==> config.mk <==
export PLATFORM = sky130hd
export DESIGN_NAME = flip_sequencer
export DESIGN_NICKNAME = d
export VERILOG_FILES = /design/src/rtl/flip_filter_pkg.sv /design/src/rtl/customized_arbiter.sv /design/src/rtl/flip_sequencer.sv
export SDC_FILE = /design/constraint.sdc
export NUM_CORES = 1
export LEC_CHECK = 0
export ABC_AREA = 1
export CAP_MARGIN = 20
export CORE_ASPECT_RATIO = 2
export CORE_UTILIZATION = 55
export CTS_CLUSTER_DIAMETER = 100
export DETAILED_ROUTE_END_ITERATION = 7
export PLACE_DENSITY = 0.91
export SYNTH_ARGS = -nofsm -noshare
export SYNTH_HDL_FRONTEND = slang
export SYNTH_SLANG_ARGS = --single-unit
==> constraint.sdc <==
create_clock -name clk_i -period 21.5 [get_ports clk_i]
set_input_delay 4.3 -clock clk_i [delete_from_list [all_inputs] [get_ports clk_i]]
set_output_delay 4.3 -clock clk_i [all_outputs]
set_load 0.1 [all_outputs]
==> src/rtl/flip_filter_pkg.sv <==
// +----------------------------------------------------------------------------+
// | Module      : flip_filter_pkg                                              |
// | Description : Shared types and default sizes for the flip filter blocks.   |
// | Revision    : 1.0 - initial release                                        |
// +----------------------------------------------------------------------------+
`default_nettype none

package flip_filter_pkg;

    localparam int DEFAULT_NUM_REQ = 256;
    localparam int IDX_W           = $clog2(DEFAULT_NUM_REQ);
    localparam int DEFAULT_CNT_W   = $clog2(DEFAULT_NUM_REQ + 1);

    typedef enum logic [1:0] {
        IDLE = 2'd0,
        SCAN = 2'd1,
        DONE = 2'd2
    } fs_state_e;

endpackage

`default_nettype wire

==> src/rtl/customized_arbiter.sv <==
// +----------------------------------------------------------------------------+
// | Module      : customized_arbiter                                           |
// | Description : Fixed-priority one-hot arbiter with binary grant index.      |
// | Revision    : 1.0 - initial release                                        |
// +----------------------------------------------------------------------------+
`default_nettype none

module customized_arbiter #(
    parameter int NUM_REQ      = 256,
    parameter int PIPES        = 0,
    parameter bit LSB_PRIORITY = 1'b1,
    parameter int IDX_W        = (NUM_REQ > 1) ? $clog2(NUM_REQ) : 1
) (
    input  logic               clk_i,
    input  logic               rst_ni,
    input  logic               req_valid_i,
    input  logic [NUM_REQ-1:0] req_i,
    output logic [NUM_REQ-1:0] grant_o,
    output logic [IDX_W-1:0]   idx_o
);

    logic [NUM_REQ-1:0] w_req;
    logic [NUM_REQ-1:0] w_grant;
    logic [IDX_W-1:0]   w_idx;

    assign w_req = req_valid_i ? req_i : '0;

    // The last set bit visited wins, so scan direction sets the priority.
    always_comb begin
        w_grant = '0;
        w_idx   = '0;
        if (LSB_PRIORITY) begin
            for (int i = NUM_REQ - 1; i >= 0; i--) begin
                if (w_req[i]) begin
                    w_grant    = '0;
                    w_grant[i] = 1'b1;
                    w_idx      = IDX_W'(i);
                end
            end
        end else begin
            for (int i = 0; i < NUM_REQ; i++) begin
                if (w_req[i]) begin
                    w_grant    = '0;
                    w_grant[i] = 1'b1;
                    w_idx      = IDX_W'(i);
                end
            end
        end
    end

    if (PIPES == 0) begin : g_comb
        logic w_unused;
        assign w_unused = &{1'b0, clk_i, rst_ni};
        assign grant_o  = w_grant;
        assign idx_o    = w_idx;
    end else begin : g_pipe
        logic [NUM_REQ-1:0] r_grant;
        logic [IDX_W-1:0]   r_idx;
        always_ff @(posedge clk_i) begin
            if (!rst_ni) begin
                r_grant <= '0;
                r_idx   <= '0;
            end else begin
                r_grant <= w_grant;
                r_idx   <= w_idx;
            end
        end
        assign grant_o = r_grant;
        assign idx_o   = r_idx;
    end

endmodule

`default_nettype wire

==> src/rtl/flip_sequencer.sv <==
// +----------------------------------------------------------------------------+
// | Module      : flip_sequencer                                               |
// | Description : Drains a flip-request vector one priority index at a time.  |
// | Revision    : 1.0 - initial release                                        |
// +----------------------------------------------------------------------------+
`default_nettype none

module flip_sequencer
    import flip_filter_pkg::*;
#(
    parameter int NUM_REQ      = 256,
    parameter bit LSB_PRIORITY = 1'b1,
    parameter int CNT_W        = $clog2(NUM_REQ + 1)
) (
    input  logic                       clk_i,
    input  logic                       rst_i,
    input  logic                       flush_i,
    input  logic                       vec_valid_i,
    output logic                       vec_ready_o,
    input  logic [NUM_REQ-1:0]         vec_i,
    input  logic [CNT_W-1:0]           budget_i,
    output logic                       idx_valid_o,
    input  logic                       idx_ready_i,
    output logic [$clog2(NUM_REQ)-1:0] idx_o,
    output logic                       done_o,
    output logic [CNT_W-1:0]           flip_cnt_o
);

    localparam int c_idx_w = $clog2(NUM_REQ);

    fs_state_e          r_state;
    fs_state_e          w_state_nxt;
    logic [NUM_REQ-1:0] r_mask;
    logic [CNT_W-1:0]   r_budget;
    logic [CNT_W-1:0]   r_cnt;
    logic [CNT_W-1:0]   r_flip_cnt;
    logic [NUM_REQ-1:0] w_grant;
    logic [c_idx_w-1:0] w_idx;
    logic               w_idx_valid;
    logic               w_load;
    logic               w_take;

    customized_arbiter #(
        .NUM_REQ      (NUM_REQ),
        .PIPES        (0),
        .LSB_PRIORITY (LSB_PRIORITY),
        .IDX_W        (c_idx_w)
    ) u_arb (
        .clk_i       (clk_i),
        .rst_ni      (~rst_i),
        .req_valid_i (1'b1),
        .req_i       (r_mask),
        .grant_o     (w_grant),
        .idx_o       (w_idx)
    );

    assign w_idx_valid = (r_state == SCAN) && (r_mask != '0) && (r_budget != '0);
    assign w_load      = (r_state == IDLE) && vec_valid_i && !flush_i;
    // A flush in the same cycle drops the handshake entirely.
    assign w_take      = w_idx_valid && idx_ready_i && !flush_i;

    always_ff @(posedge clk_i) begin
        if (rst_i) begin
            r_state <= IDLE;
        end else begin
            r_state <= w_state_nxt;
        end
    end

    always_comb begin
        w_state_nxt = r_state;
        case (r_state)
            IDLE:    if (vec_valid_i) w_state_nxt = SCAN;
            SCAN:    if (!w_idx_valid) w_state_nxt = DONE;
            DONE:    w_state_nxt = IDLE;
            default: w_state_nxt = IDLE;
        endcase
        if (flush_i) begin
            w_state_nxt = IDLE;
        end
    end

    always_ff @(posedge clk_i) begin
        if (rst_i) begin
            r_mask     <= '0;
            r_budget   <= '0;
            r_cnt      <= '0;
            r_flip_cnt <= '0;
        end else if (flush_i) begin
            r_mask <= '0;
        end else begin
            if (w_load) begin
                r_mask   <= vec_i;
                r_budget <= budget_i;
                r_cnt    <= '0;
            end else if (w_take) begin
                r_mask   <= r_mask & ~w_grant;
                r_budget <= r_budget - CNT_W'(1);
                r_cnt    <= r_cnt + CNT_W'(1);
            end
            // Captured on the SCAN->DONE transition so it survives the next load.
            if ((r_state == SCAN) && !w_idx_valid) begin
                r_flip_cnt <= r_cnt;
            end
        end
    end

    always_comb begin
        vec_ready_o = (r_state == IDLE) && !rst_i;
        idx_valid_o = w_idx_valid;
        done_o      = (r_state == DONE);
        idx_o       = w_idx;
        flip_cnt_o  = r_flip_cnt;
    end

endmodule

`default_nettype wire

==> flow_summary_export.csv, run 1 <==
group,metric,value,unit
outcome,lastStage,"global routing",
logic_synthesis,synth.avg_cell_area,5.990,sq um
grt,grt-ovfl-total,412,
grt,globalRouteTotalUtil,0.6814,
clocking,cts.sinks,285,
grt,grt_pass1_vias,28040,
clocking,cts_buffers,27,
floorplanning,num_rows,97,
logic_synthesis,netlist_area,0.01944,sq mm
logic_synthesis,ys_warn_count,0,
logic_synthesis,ys_ff_latch,285,
grt,grt_max_degree,122,
clocking,cts-htree-levels,1,
logic_synthesis,syn_inst,3245,
clocking,postCtsSetupRepairBufs,0,
floorplanning,die_h,267.9,um
clocking,cts_root_buffer,"clkbuf_16",
floorplanning,die_w,134.9,um
grt,grt_pass1_wl,186200,um
clocking,hold_buffers,0,
floorplanning,io_pins,290,
outcome,first-error,"[ERROR GRT-0116] Global routing finished with congestion. Check the congestion regions in the DRC Viewer.",
outcome,status,"stopped before the end",
floorplanning,start_util,0.5561,
logic_synthesis,synthesis.nets,3517,
clocking,clockBufferDepth,3,
placement,port_buffers,289,
placement,place_congestion,1.231,
logic_synthesis,ys_types,39,
placement,hpwl,82970,um
logic_synthesis,ys_seq_area_frac,0.2935,
clocking,cts_resized,0,
## metal layers
metal / track usage / overflow
met5: 0.06250 / 1
met4: 0.7704 / 129
met3: 0.4278 / 7
met2: 0.9567 / 273
met1: 0.6251 / 2
## metrics by stage
stage / hold WS, ps / utilization / cell area, sq um / std cells / setup slack [ps]
after detailed placement: 446.1 / 0.6493 / 22700 / 3897 / 6082
after CTS: 454.1 / 0.6763 / 23640 / 3947 / 5298
after floorplan: 416.5 / - / 19440 / 3245 / 7912
after global placement: 435.0 / 0.6493 / 22700 / 3897 / 6256
## cell usage after synthesis
cell type / count / area, sq um
and3_1: 4 / 25.02
or4_1: 2 / 15.01
or2_2: 4 / 25.02
dfxtp_1: 285 / 5705
o31ai_1: 39 / 292.8
o311ai_0: 6 / 52.55
nor2_1: 554 / 2079
o21bai_1: 2 / 15.01
a21boi_0: 2 / 15.01
buf_1: 3 / 11.26
a221oi_1: 1 / 8.760
o21ai_0: 371 / 1857
o21ai_1: 31 / 155.2
a32oi_1: 1 / 8.760
o41ai_1: 56 / 490.5
ha_1: 2 / 25.02
o221ai_1: 1 / 8.760
a22oi_1: 1 / 7.510
nand3_1: 123 / 615.6
a21oi_1: 353 / 1767
clkinv_1: 4 / 15.01
a2bb2oi_1: 1 / 8.760
nand3b_1: 4 / 30.03
nor4_1: 50 / 312.8
nor3_1: 97 / 485.5
nor4b_1: 1 / 8.760
nand4_1: 109 / 681.9
a211oi_1: 5 / 37.54
bufinv_8: 21 / 367.9
o211ai_1: 4 / 30.03
inv_2: 1 / 3.750
nor2_4: 6 / 67.56
a21oi_2: 5 / 43.79
nand2_4: 1 / 11.26
nand2_1: 413 / 1550
a31oi_1: 9 / 56.30
inv_1: 569 / 2136
xor2_1: 4 / 35.03
clkbuf_1: 100 / 375.4
## cell families after synthesis
group	share of synthesized area
compound gates	0.2498
flops	0.2935
xor+xnor	0.001802
fa+ha+maj	0.001287
buf+inv	0.1497
simple gates	0.3040
==> run 2, diff against run 1 <==
CORE_ASPECT_RATIO = not set   (was 2)
CORE_UTILIZATION = 40   (was 55)
CTS_CLUSTER_DIAMETER = not set   (was 100)
PLACE_DENSITY = not set   (was 0.91)
PLACE_DENSITY_LB_ADDON = 0.15   (was not set)
==> flow_summary_export.csv, run 2 <==
group,metric,value,unit
outcome,status,"completed",
logic_synthesis,synth_edf_count,0,
clocking,clockBufferDepth,3,
timing,hold_violations,0,
floorplanning,num_rows,80,
final_layout,areaGrowthSynthToFinish,24.03,%
drt,drtAntennaViolNets,0,
timing,slew_headroom,0.2195,
grt,globalRouteTotalUtil,0.4149,
drt,wl_per_cell,25.57,um
logic_synthesis,synth.avg_cell_area,5.990,sq um
worst_setup_path,path_common_cell,"nand2_1",
floorplanning,die_area,0.04948,sq mm
final_layout,top_register,"r_mask",
logic_synthesis,syn_inst,3245,
worst_setup_path,rr_endpoint,"r_mask[126]",
min_path,whs_endpoint,"flip_cnt_o[2]",
worst_setup_path,max_stage_delay,1140,ps
drt,via_per_inst,5.969,
timing,finalCriticalPeriod,16330,ps
logic_synthesis,yosysMostFrequentCell,"inv_1",
run,cap_violations,0,
timing,worst_slew_pin_slew,1166,ps
logic_synthesis,synthTopCellsByArea,"dfxtp_1, inv_1, nor2_1",
logic_synthesis,netlist_area,0.01944,sq mm
logic_synthesis,synth_common_cells,"inv_1, nor2_1, nand2_1",
worst_setup_path,startpoint_type,"register",
clocking,cts-htree-levels,2,
clocking,hold_buffers,0,
timing,rsz0062_at_grt,"false",
floorplanning,core_area,0.04785,sq mm
final_layout,final_common_cell,"inv_1",
final_layout,largest_register_ffs,256,
timing,finalSetupTns,0,ps
grt,grt_pass1_wl,152300,um
power,p_leak,0.01047,uW
logic_synthesis,ys_ff_latch,285,
final_layout,final_cell_mix,"inv_1, nor2_1, nand2_1",
power,fin_total_pwr,1832,uW
logic_synthesis,synth-main-ff-cell,"dfxtp_1",
floorplanning,io_pins,290,
drt,vias,24660,
clocking,cts_resized,0,
final_layout,final_core_util,0.5039,
timing,skew,24.26,ps
power,p_per_area,75.98,mW/mm^2
worst_setup_path,reg2reg_slack,13950,ps
clocking,clk_latency,580,ps
grt,antenna_found_initial,3,
logic_synthesis,synth_top_cell_by_area,"dfxtp_1",
final_layout,fin_area,0.02411,sq mm
drt,drc_errors,0,
grt,grt_pass1_vias,23310,
min_path,worstHoldStart,"flip_cnt_o[2]",
drt,drt_wl_total,105700,um
placement,hpwl,85950,um
logic_synthesis,netlist.area_leader.share,0.2935,
clocking,postCtsSetupRepairBufs,0,
logic_synthesis,ys_types,39,
worst_setup_path,critPathArrivalTime,12030,ps
floorplanning,start_util,0.4063,
timing,final_max_slew_viol_count,0,
floorplanning,die_h,222.4,um
timing,setup_violations,0,
worst_setup_path,path_max_fanout,4,
clocking,cts_buffers,34,
worst_setup_path,required,17200,ps
clocking,cts_root_buffer,"clkbuf_16",
worst_setup_path,endpoint_kind,"output port",
min_path,hp-class,"reg -> reg",
logic_synthesis,synthesis.nets,3517,
power,ir_drop,0.00005979,V
placement,port_buffers,289,
worst_setup_path,r2r-start,"r_mask[5]",
placement,placed_cell_area,0.02293,sq mm
logic_synthesis,ys_seq_area_frac,0.2935,
grt,grt-ovfl-total,0,
drt,dr.pass1.iters,6,
clocking,cts.sinks,285,
timing,worst_hold_slack,447.4,ps
worst_setup_path,cp_slowest_cell,"clkdlybuf4s50_1",
logic_synthesis,ys_warn_count,0,
worst_setup_path,crit_type,"reg -> out",
min_path,hold_depth,2,
grt,grt_max_degree,122,
drt,drt-initial-drc-count,2819,
floorplanning,die_w,222.4,um
timing,post-route-period-util,0.7593,
clocking,clk_pin_slew,60,ps
placement,place_congestion,1.084,
clocking,cts_tree,"yes",
final_layout,final_layout_size_suffix_gt1_frac,0.03555,
worst_setup_path,reg2regPathDepth,26,
logic_synthesis,async_flop_share,0,
timing,max_freq,61.25,MHz
final_layout,nNetsFinal,3763,
[run 2: cell counts after synthesis]
Identical to the previous run, type by type.
[run 2: final cells by class]
cell class              count  area [sq um]
fillers                  4990         23740
flip-flops and latches    285          5705
clock inverters            16         212.7
diodes                      1         2.502
well taps                 615         769.5
repair buffers            313          3073
clock buffers              45         962.2
inverters                 595          2530
multi-input cells        2262         10850
[run 2: worst max-delay path by stage]
stage | end | start | slack (ps) | cells after the start
floorplan | idx_o[0] | r_mask[255] | 7910 | 192
global placement | idx_o[0] | r_mask[255] | 6000 | 193
detailed placement | idx_o[0] | r_mask[255] | 5900 | 193
CTS | idx_o[0] | r_mask[255] | 5250 | 193
global route | idx_o[0] | r_mask[255] | 3470 | 193
finish | idx_o[0] | r_mask[255] | 5170 | 193
[run 2: power by group]
group | total [uW] | leakage [uW] | switching, uW | internal [uW]
combinational | 653 | 0.00759 | 477 | 176
clock | 616 | 0.000566 | 261 | 356
sequential | 563 | 0.00231 | 17.3 | 545
total | 1830 | 0.0105 | 754 | 1080
[run 2: stage by stage]
step / setup WS, ps / std cells
after floorplan: 7912 / 3245
after global placement: 6005 / 4070
after detailed placement: 5902 / 4070
after CTS: 5248 / 4131
after global routing: 3471 / 4131
final: 5175 / 4132
[run 2: kinds of logic after synthesis]
family                     after synthesis  share of synthesized area
AOI/OAI and AO/OA                      888                     0.2498
xor gates and xnor gates                 4                   0.001802
adders and majority gates                2                   0.001287
buffers and inverters                  698                     0.1497
DFF                                    285                     0.2935
and+or+nand+nor                       1368                     0.3040
[run 2: per-layer routing]
layer / GRT usage / part of all wire / up-vias
met5: 0 / 0.00032 / -
met4: 0.1800 / 0.048 / 6
met3: 0.08913 / 0.10 / 256
met1: 0.5427 / 0.41 / 11650
li1: - / - / 11280
met2: 0.6562 / 0.44 / 1477
[run 2: critical path, delay by kind of cell, from the launching register on]
| family | cells | cell delay (ps) |
|---|---|---|
| AO/OA/AOI/OAI | 1 | 110 |
| buffers and inverters | 1 | 1140 |
| AND/OR/NAND/NOR | 191 | 9810 |
| flip-flops | 1 | 370 |
Power figures use the tool's default switching activity.
==> run 3, diff against run 2 <==
clock period = 17 ns   (was 21.5 ns; I/O delays follow)
==> flow_summary_export.csv, run 3 (synthesized netlist as in run 2, its figures left out) <==
group,metric,value,unit
outcome,status,"completed",
clocking,cts_buffers,34,
timing,hold_violations,0,
final_layout,top_register,"r_mask",
grt,globalRouteTotalUtil,0.4190,
final_layout,final_cell_mix,"inv_1, nor2_1, nand2_1",
run,cap_violations,0,
grt,grt_pass1_wl,153600,um
placement,hpwl,86970,um
clocking,clockBufferDepth,3,
final_layout,diodes,0,
timing,setup_violations,0,
placement,placed_cell_area,0.02292,sq mm
drt,wl_per_cell,25.88,um
final_layout,fillers,4974,
grt,grt_max_degree,115,
grt,grt-ovfl-total,0,
drt,vias,24830,
floorplanning,die_h,222.4,um
placement,place_congestion,1.068,
grt,grt_pass1_vias,23540,
drt,drt_wl_total,106900,um
clocking,clk_pin_slew,60,ps
final_layout,final_layout_size_suffix_gt1_frac,0.03272,
worst_setup_path,required,13600,ps
floorplanning,core_area,0.04785,sq mm
worst_setup_path,endpoint_kind,"output port",
power,p_per_area,94.61,mW/mm^2
worst_setup_path,path_max_fanout,4,
worst_setup_path,critPathArrivalTime,11710,ps
timing,post-route-period-util,0.8889,
floorplanning,die_area,0.04948,sq mm
final_layout,areaGrowthSynthToFinish,23.68,%
min_path,hp-class,"reg -> reg",
floorplanning,io_pins,290,
drt,dr.pass1.iters,7,
clocking,cts.sinks,285,
timing,final_max_slew_viol_count,0,
worst_setup_path,crit_type,"reg -> out",
final_layout,final_core_util,0.5024,
power,ir_drop,0.00006462,V
floorplanning,num_rows,80,
clocking,cts_tree,"yes",
worst_setup_path,cp_slowest_cell,"dlymetal6s2s_1",
drt,drtAntennaViolNets,0,
timing,rsz0062_at_grt,"false",
clocking,hold_buffers,0,
timing,max_freq,66.18,MHz
timing,finalSetupTns,0,ps
timing,slew_headroom,0.2490,
final_layout,final_common_cell,"inv_1",
placement,pre_cts_slack,2306,ps
final_layout,largest_register_ffs,256,
power,p_leak,0.01044,uW
drt,drc_errors,0,
worst_setup_path,max_stage_delay,760,ps
clocking,clk_latency,590,ps
timing,finalCriticalPeriod,15110,ps
placement,port_buffers,289,
clocking,cts_root_buffer,"clkbuf_16",
worst_setup_path,startpoint_type,"register",
grt,antenna_found_initial,2,
drt,drt-initial-drc-count,3170,
clocking,cts-htree-levels,2,
timing,worst_slew_pin_slew,1124,ps
clocking,postCtsSetupRepairBufs,0,
timing,skew,34.99,ps
drt,via_per_inst,6.011,
worst_setup_path,path_common_cell,"nand2_1",
final_layout,fin_area,0.02404,sq mm
placement,dp_cells,4069,
final_layout,nNetsFinal,3764,
floorplanning,die_w,222.4,um
timing,fin_ws,1889,ps
floorplanning,start_util,0.4063,
final_layout,instances_no_fill,4130,
[run 3: cell types whose count changed in the layout (fill, tap and decap cells not counted), sizes merged]
| cell | change |
|---|---|
| bufinv | -2 |
| clkinv | -4 |
| clkdlybuf4s50 | -1 |
| clkbuf | +7 |
| clkinvlp | -3 |
| buf | +1 |
| dlymetal6s2s | +1 |
| diode | -1 |
[run 3: layout make-up]
type                    count  area [sq um]  area share
clock buffers              52         968.4     0.04029
clock inverters             7         117.6    0.004893
inverters                 595          2530      0.1052
multi-input cells        2262         10850      0.4515
flip-flops and latches    285          5705      0.2373
well taps                 615         769.5     0.03201
repair buffers            314          3095      0.1288
[run 3: what timing repair did]
action                                  CTS  global route
endpoints found under the setup margin    0             1
resized for setup                         0             1
endpoints found under the hold margin     0             0
[run 3: path summary, 6_finish.rpt]
path | start | endpoint | slack (ps) | cells past startpoint
worst max register to register | r_mask[30] | r_mask[170] | 9540 | 20
worst max-delay path | r_mask[255] | idx_o[0] | 1890 | 193
worst min-delay path | flip_cnt_o[1] | flip_cnt_o[1] | 450 | 2
worst min register to register | flip_cnt_o[1] | flip_cnt_o[1] | 450 | 2
[run 3: worst max-delay path, delay by kind of cell (launching register included)]
family	cells	cell delay, ps
buffers and inverters	1	760
and+or+nand+nor	191	9770
DFF	1	390
AOI/OAI and AO/OA	1	130
[run 3: where the power goes]
part | internal [uW] | switching, uW
combinational | 224 | 604
clock | 413 | 322
sequential | 690 | 22.1
[run 3: metal layers]
metal  vias to the layer above  track usage  wire length [um]
li1                      11270            -                 -
met1                     11850       0.5366             43570
met2                      1441       0.6746             47700
met3                       269      0.08450             10110
met4                         2       0.1962              5482
met5                         -            0                11
[run 3: stage by stage]
stage | total power [uW] | hold slack [ps]
finish | 2274 | 449.0
global route | 2349 | 477.7
CTS | 2245 | 451.9
detailed placement | 1515 | 442.8
global placement | 1520 | 432.5
floorplan | 1171 | 416.5
